--- src/rtl/hazard_pkg.sv ---
// Shared types and defaults for the pipeline hazard/stall controller.
package hazard_pkg;

    typedef enum logic {
        IDLE = 1'b0,
        WAIT = 1'b1
    } state_t;

    typedef enum logic [1:0] {
        PRI_NONE     = 2'd0,
        PRI_LOAD_USE = 2'd1,
        PRI_FLUSH    = 2'd2,
        PRI_FREEZE   = 2'd3
    } pri_t;

    localparam int REG_AW_DEF  = 2;
    localparam int MEM_LAT_DEF = 0;
    localparam int CNT_W_DEF   = 16;

endpackage

--- src/rtl/mem_wait_fsm.sv ---
// MEM-stage wait FSM: freezes the pipeline until the memory access completes,
// either on a mem_ready handshake or after a fixed number of cycles.
module mem_wait_fsm
    import hazard_pkg::*;
#(
    parameter int MEM_LAT = MEM_LAT_DEF
) (
    input  logic clk,
    input  logic reset_n,
    input  logic mem_req,
    input  logic mem_ready,
    output logic freeze,
    output logic busy
);

    state_t state;
    state_t state_n;

    always_ff @(posedge clk or negedge reset_n) begin
        if (!reset_n) begin
            state <= IDLE;
        end else begin
            state <= state_n;
        end
    end

    assign busy = (state == WAIT);

    if (MEM_LAT == 0) begin : g_hs
        always_comb begin
            state_n = state;
            freeze  = 1'b0;
            unique case (state)
                IDLE: begin
                    if (mem_req && !mem_ready) begin
                        freeze  = 1'b1;
                        state_n = WAIT;
                    end
                end
                WAIT: begin
                    freeze = !mem_ready;
                    if (mem_ready) begin
                        state_n = IDLE;
                    end
                end
                default: ;
            endcase
        end
    end else begin : g_fl
        localparam int WW     = $clog2(MEM_LAT + 1);
        localparam int LOAD_I = (MEM_LAT >= 2) ? MEM_LAT - 2 : 0;
        localparam logic [WW-1:0] LOAD = LOAD_I[WW-1:0];

        logic [WW-1:0] wcnt;
        logic [WW-1:0] wcnt_n;

        always_ff @(posedge clk or negedge reset_n) begin
            if (!reset_n) begin
                wcnt <= '0;
            end else begin
                wcnt <= wcnt_n;
            end
        end

        // The IDLE cycle is the first frozen one, so WAIT counts MEM_LAT-2 more.
        always_comb begin
            state_n = state;
            wcnt_n  = wcnt;
            freeze  = 1'b0;
            if (MEM_LAT >= 2) begin
                unique case (state)
                    IDLE: begin
                        if (mem_req) begin
                            freeze  = 1'b1;
                            wcnt_n  = LOAD;
                            state_n = WAIT;
                        end
                    end
                    WAIT: begin
                        if (wcnt != '0) begin
                            freeze = 1'b1;
                            wcnt_n = wcnt - 1'b1;
                        end else begin
                            state_n = IDLE;
                        end
                    end
                    default: ;
                endcase
            end
        end
    end

endmodule

--- src/rtl/hazard_stall_ctrl.sv ---
// Hazard and stall controller: memory freeze, mispredict flush, load-use
// interlock and a saturating stall-cycle counter.
module hazard_stall_ctrl
    import hazard_pkg::*;
#(
    parameter int REG_AW  = REG_AW_DEF,
    parameter int MEM_LAT = MEM_LAT_DEF,
    parameter int CNT_W   = CNT_W_DEF
) (
    input  logic              clk,
    input  logic              reset_n,
    input  logic [REG_AW-1:0] id_rs,
    input  logic [REG_AW-1:0] id_rt,
    input  logic              id_use_rs,
    input  logic              id_use_rt,
    input  logic              ex_mem_read,
    input  logic [REG_AW-1:0] ex_rt,
    input  logic              ex_branch_miss,
    input  logic              mem_req,
    input  logic              mem_ready,
    output logic              pc_hold,
    output logic              ifid_hold,
    output logic              idex_hold,
    output logic              idex_bubble,
    output logic              exmem_hold,
    output logic              memwb_bubble,
    output logic              ifid_flush,
    output logic              idex_flush,
    output logic              mem_busy,
    output logic [CNT_W-1:0]  stall_count
);

    localparam logic [CNT_W-1:0] CNT_MAX = '1;

    logic freeze;
    logic load_use;
    logic count_en;
    pri_t pri;

    mem_wait_fsm #(
        .MEM_LAT(MEM_LAT)
    ) u_mem_wait (
        .clk      (clk),
        .reset_n  (reset_n),
        .mem_req  (mem_req),
        .mem_ready(mem_ready),
        .freeze   (freeze),
        .busy     (mem_busy)
    );

    assign load_use = ex_mem_read
                    & ((id_use_rs & (ex_rt == id_rs))
                    |  (id_use_rt & (ex_rt == id_rt)));

    always_comb begin
        pri = PRI_NONE;
        priority case (1'b1)
            !reset_n:       pri = PRI_NONE;
            freeze:         pri = PRI_FREEZE;
            ex_branch_miss: pri = PRI_FLUSH;
            load_use:       pri = PRI_LOAD_USE;
            default:        pri = PRI_NONE;
        endcase
    end

    always_comb begin
        pc_hold      = 1'b0;
        ifid_hold    = 1'b0;
        idex_hold    = 1'b0;
        idex_bubble  = 1'b0;
        exmem_hold   = 1'b0;
        memwb_bubble = 1'b0;
        ifid_flush   = 1'b0;
        idex_flush   = 1'b0;
        unique case (pri)
            PRI_FREEZE: begin
                pc_hold      = 1'b1;
                ifid_hold    = 1'b1;
                idex_hold    = 1'b1;
                exmem_hold   = 1'b1;
                memwb_bubble = 1'b1;
            end
            PRI_FLUSH: begin
                ifid_flush = 1'b1;
                idex_flush = 1'b1;
            end
            PRI_LOAD_USE: begin
                pc_hold     = 1'b1;
                ifid_hold   = 1'b1;
                idex_bubble = 1'b1;
            end
            default: ;
        endcase
    end

    assign count_en = (pri == PRI_FREEZE) || (pri == PRI_LOAD_USE);

    always_ff @(posedge clk or negedge reset_n) begin
        if (!reset_n) begin
            stall_count <= '0;
        end else if (count_en && (stall_count != CNT_MAX)) begin
            stall_count <= stall_count + 1'b1;
        end
    end

endmodule

--- config.mk ---
export PLATFORM = sky130hd
export DESIGN_NAME = hazard_stall_ctrl
export DESIGN_NICKNAME = d
export VERILOG_FILES = /design/src/rtl/hazard_pkg.sv /design/src/rtl/mem_wait_fsm.sv /design/src/rtl/hazard_stall_ctrl.sv
export SDC_FILE = /design/constraint.sdc
export NUM_CORES = 1
export LEC_CHECK = 0
export CAP_MARGIN = 0
export CORE_MARGIN = 5
export CORE_UTILIZATION = 47
export CTS_BUF_LIST = sky130_fd_sc_hd__clkbuf_2
export CTS_CLUSTER_DIAMETER = 50
export DETAILED_ROUTE_END_ITERATION = 16
export PLACE_DENSITY = 0.82
export SYNTH_ARGS = -nofsm -noshare
export SYNTH_HDL_FRONTEND = slang
export SYNTH_SLANG_ARGS = --single-unit
--- constraint.sdc ---
create_clock -name clk -period 3.46 [get_ports clk]
set_clock_uncertainty 0.15 [all_clocks]
set_input_delay 0.346 -clock clk [delete_from_list [all_inputs] [get_ports clk]]
set_output_delay 0.346 -clock clk [all_outputs]
set_load 0.01 [all_outputs]
After elaboration in Yosys (flattened, before gate mapping)
Index checks and enable logic that the tools add are counted.
Word-level totals
  bits of input ports: 14
  bits in registers: 17
  output and inout port bits: 25
  logic and storage cells: 31
Cells by class
  add/subtract/negate cells: 1
  eq/ne operators: 6
  reductions and logical operators: 5
  muxes and demuxes: 12
  bitwise logic cells: 5
Operators by type and width (number)
  16-bit by 1-bit adder with 16-bit output, second input constant: 1
  16-bit inequality test, second input constant: 1
  1-bit two-way mux: 7
  2-bit two-way mux: 3
  2-bit == test: 2
  2-bit == test, second input constant: 2
  1-bit one-hot mux with 2 select lines: 2
  1-bit AND: 3
  2-bit by 1-bit == test with 1-bit output, second input constant: 1
  1-bit logical AND: 2
  2-bit OR reduction: 1
  1-bit zero test: 1
  1-bit logical OR: 1
  1-bit inverter: 1
  1-bit OR: 1

Logic depth before layout (Yosys ltp)
  depth in word-level cells: 11
  mapped depth: 6
  gate-level depth less buffers: 6

Cells and area by module
A second synthesis with hierarchy kept.
Second synthesis, totals
  cells, all modules: 85
  area total of the unflattened synthesis: 919.6 sq um
By module, submodules not included
  hazard_stall_ctrl: area an instance 884.6 sq um, times used 1, cells an instance 83, seq. area each 400.4 sq um
  mem_wait_fsm: area an instance 35.0 sq um, times used 1, cells an instance 2, seq. area each 25.0 sq um

Least setup slack after synthesis
OpenSTA, ideal clock, no wires.
  path type: input port to output port
  start: input mem_ready
  end: output idex_bubble
  required time: 2.964 ns
  setup slack: 1.595 ns
  stages on the path: 5
  data arrival time: 1.369 ns
  path buffers: 1
  cell sequence: o21ba_4 -> and2_4 -> nand3b_4 -> buf_6 -> nor3b_1
On the way
  cells in the longest elaborated chain, start to end: 8
Ends and longest elaborated chain
  from (decl): RTL line hazard_stall_ctrl.sv:20  | input logic mem_ready,
  1-bit zero test (*): RTL line mem_wait_fsm.sv:35, mem_wait_fsm.sv:41
  1-bit logical AND: RTL line mem_wait_fsm.sv:35  | if (mem_req && !mem_ready) begin
  1-bit two-way mux: RTL line mem_wait_fsm.sv:35
  1-bit one-hot mux with 2 select lines (*): RTL line mem_wait_fsm.sv:33  | unique case (state)
  2-bit two-way mux (*) (2 in series): RTL line hazard_stall_ctrl.sv:57  | priority case (1'b1)
  2-bit by 1-bit == test with 1-bit output (*): RTL line hazard_stall_ctrl.sv:75  | unique case (pri)
  1-bit two-way mux (*): RTL line hazard_stall_ctrl.sv:75
  to (decl): RTL line hazard_stall_ctrl.sv:24  | output logic idex_bubble,
Every way passes the cells marked *; elsewhere a longest branch is shown, timed or not.

Worst setup path in the final report
  start: input reset_n
  end: output idex_bubble
On the way
  cells in the longest elaborated chain, start to end: 3
Ends and longest elaborated chain
  from (decl): RTL line hazard_stall_ctrl.sv:11  | input logic reset_n,
  2-bit two-way mux: RTL line hazard_stall_ctrl.sv:57
  2-bit by 1-bit == test with 1-bit output: RTL line hazard_stall_ctrl.sv:75
  1-bit two-way mux: RTL line hazard_stall_ctrl.sv:75
No other way between the ends.

==> out/metrics.csv <==
stage,metric,value,unit
logic_synthesis,yosys_warnings,0,
clocking,cts.repair.resized,0,
setup_path,reg2regPathDepth,6,
drt,vias,811,
flow_run,number_of_maximum_capacitance_constraint_violations,0,
timing,unrepaired_setup_endpoints_after_global_routing,no,
finish,drive_gt1_share,13.7,%
drt,postRouteAntennaNets,0,
die,die_h,55.5,µm
finish,syn_to_final_growth,42.0,%
setup_path,worst_ep_arrival_time,2.41,ns
setup_path,worstPathRequired,2.96,ns
drt,drt_pre_antenna_iters,3,
timing,pin_slew_with_the_least_headroom_to_its_limit,0.285,ns
setup_path,worstSetupEndpointType,output port,
grt,grt_remaining_overflow,0,
timing,max_slew_margin_vs_limit,80.9,%
finish,layout_common_cells,"clkdlybuf4s50_1 (38), xnor2_1 (17), dfrtp_1 (17), nand4_1 (9), nand3_1 (7)",
drt,drcViolationCount,0,
timing,finalCriticalPeriod,2.91,ns
timing,slew_viol_final,0,
die,die-area,0.00308,mm²
die,ioPinCount,39,
power_and_ir_drop,cellPowerDensity,393,mW/mm²
die,placementRows,16,
placed_design,routabilityCongestion,0.844,
timing,count_of_endpoints_failing_setup_in_the_final_report,0,
clocking,cts_hold_repair.buffers,0,
setup_path,r2r_setup_slack,1.58,ns
setup_path,critPathMaxFanout,19,
min_path,kind_of_path_behind_the_tightest_hold_check,input pin to asynchronous set/reset pin,
finish,nNetsFinal,140,
grt,grt_max_degree,20,
die,die_width,55.5,µm
clocking,number_of_buffers_inserted_during_clock_tree_synthesis,3,
die,fp.coreArea,0.00196,mm²
setup_path,criticalPathCategory,input pin to output port,
power_and_ir_drop,vdd_drop_max,314,µV
timing,final.period_utilization,84.0,%
logic_synthesis,synth.lib_cells_used.distinct,29,
timing,maximum_achievable_frequency,344,MHz
grt,via_count_of_the_first_global_routing_pass,830,
drt,post_drt_via_cell_ratio,5.37,
finish,antenna-diode-count,0,
timing,worst_hold_slack,0.196,ns
clocking,skew_pair_late_insertion_delay,0.30,ns
finish,final_util,70.3,%
timing,fin_setup_tns,0,ns
timing,report.final.hold_viol_count,0,
clocking,tritoncts,yes,
drt,routed_wirelength,2260,µm
placed_design,port-buffer-count,38,
clocking,cts.path.max_buffers,2,
power_and_ir_drop,power.static_leakage,0.581,nW
grt,global_route.usage.total,15.4,%
drt,wire_per_inst,14.9,µm
logic_synthesis,synthesis.area,972,µm²
clocking,path_clk_slew,0.15,ns
logic_synthesis,postSynthNetCount,100,
setup_path,timing.rr.start,stall_count[0],
run_status,outcome,"finished, final reports clean",
clocking,clock_tree.htree_level_count,1,
clocking,cts.sinks,17,
clocking,cts-root-buf,clkbuf_2,
drt,drt_iter0_markers,32,
clocking,post-cts-setup-buffer-count,0,
logic_synthesis,yosysSeqAreaShare,43.8,%
grt,antenna_found_initial,0,
finish,layout_commonest_cell,clkdlybuf4s50_1,
die,initial_utilization,49.6,%
setup_path,critPathLaunchType,input pin,
logic_synthesis,synth-seq-cells,17,
setup_path,worst_r2r_endpoint,stall_count[1],
logic_synthesis,syn_inst,85,
logic_synthesis,syn-mean-instance-area,11.4,µm²
grt,grt_pass1_wl,3760,µm
[state kept, by name, summed over array words and instances (netlist names)]
name	count
stall_count	16
u_mem_wait.busy	1
[how the worst max path moves through the flow]
stage / from / to / slack (ns) / cells past startpoint
6_report: reset_n / idex_bubble / 0.55 / 7
5_1_grt: reset_n / idex_bubble / 0.41 / 7
4_1_cts: reset_n / idex_bubble / 0.53 / 7
3_5_place_dp: reset_n / idex_bubble / 0.54 / 7
3_3_place_gp: reset_n / idex_bubble / 0.63 / 7
2_1_floorplan: mem_ready / idex_bubble / 1.60 / 5
[layer usage]
| metal | part of all wire [%] | vias to the layer above | wire length, µm | GRT usage [%] |
|---|---|---|---|---|
| met5 | 0 | - | 0 | 0 |
| met4 | 1.8 | 0 | 40 | 7.29 |
| met3 | 7.8 | 5 | 177 | 4.90 |
| met2 | 47 | 33 | 1050 | 26.2 |
| met1 | 44 | 390 | 987 | 17.4 |
| li1 | - | 383 | - | - |
[power by group]
group	total, mW	internal, mW	switching [mW]
clock	0.0917	0.0306	0.0610
sequential	0.270	0.229	0.0407
combinational	0.181	0.110	0.0706
[through the flow]
| step | total power, mW | worst slack, ns | instances | area (µm²) |
|---|---|---|---|---|
| final | 0.542 | 0.554 | 151 | 1380 |
| after global routing | 0.570 | 0.407 | 151 | 1380 |
| after CTS | 0.544 | 0.529 | 151 | 1380 |
| after detailed placement | 0.456 | 0.543 | 147 | 1360 |
| after global placement | 0.452 | 0.634 | 147 | 1360 |
| after floorplan | 0.350 | 1.60 | 85 | 972 |
[Yosys cell counts]
| master | instances | area, µm² |
|---|---|---|
| nand2_2 | 1 | 6.26 |
| o21ba_4 | 1 | 16.3 |
| nor3_4 | 1 | 16.3 |
| and4_4 | 1 | 11.3 |
| buf_4 | 4 | 30.0 |
| xnor2_1 | 17 | 149 |
| nand2_1 | 2 | 7.51 |
| mux2_1 | 2 | 22.5 |
| or2b_2 | 1 | 8.76 |
| nand3_2 | 1 | 10.0 |
| and3_4 | 1 | 11.3 |
| and2_4 | 1 | 8.76 |
| nand2_4 | 1 | 11.3 |
| ha_1 | 1 | 12.5 |
| nand3b_4 | 1 | 20.0 |
| a21oi_1 | 1 | 5.00 |
| buf_6 | 1 | 11.3 |
| and3b_1 | 1 | 8.76 |
| a41oi_1 | 1 | 8.76 |
| and4_1 | 3 | 26.3 |
| and3_1 | 3 | 18.8 |
| nor3b_1 | 1 | 7.51 |
| nor2_1 | 2 | 7.51 |
| and3_2 | 1 | 7.51 |
| a31oi_1 | 1 | 6.26 |
| nor2b_1 | 1 | 6.26 |
| nand4_1 | 9 | 56.3 |
| dfrtp_1 | 17 | 425 |
| nand3_1 | 7 | 35.0 |
[critical path, cell delays in order]
cell             delay, ns
clkdlybuf4s50_1       0.48
buf_4                 0.18
and3b_1               0.21
nand4_1               0.15
nand3b_4              0.24
nor3b_1               0.22
clkdlybuf4s50_1       0.57
[kinds of logic after synthesis]
family	share of synthesized area (%)
buf+inv	4.25
fa+ha+maj	1.29
xor+xnor	15.3
simple gates	29.3
flops	43.8
mux	2.32
compound gates	3.73
[final cells by class]
class / count / area, µm²
Clock buffer: 4 / 20.0
Fill cell: 173 / 582
Multi-Input combinational cell: 63 / 505
Sequential cell: 17 / 425
Tap cell: 27 / 33.8
Timing Repair Buffer: 40 / 395
Power figures use the tool's default switching activity.
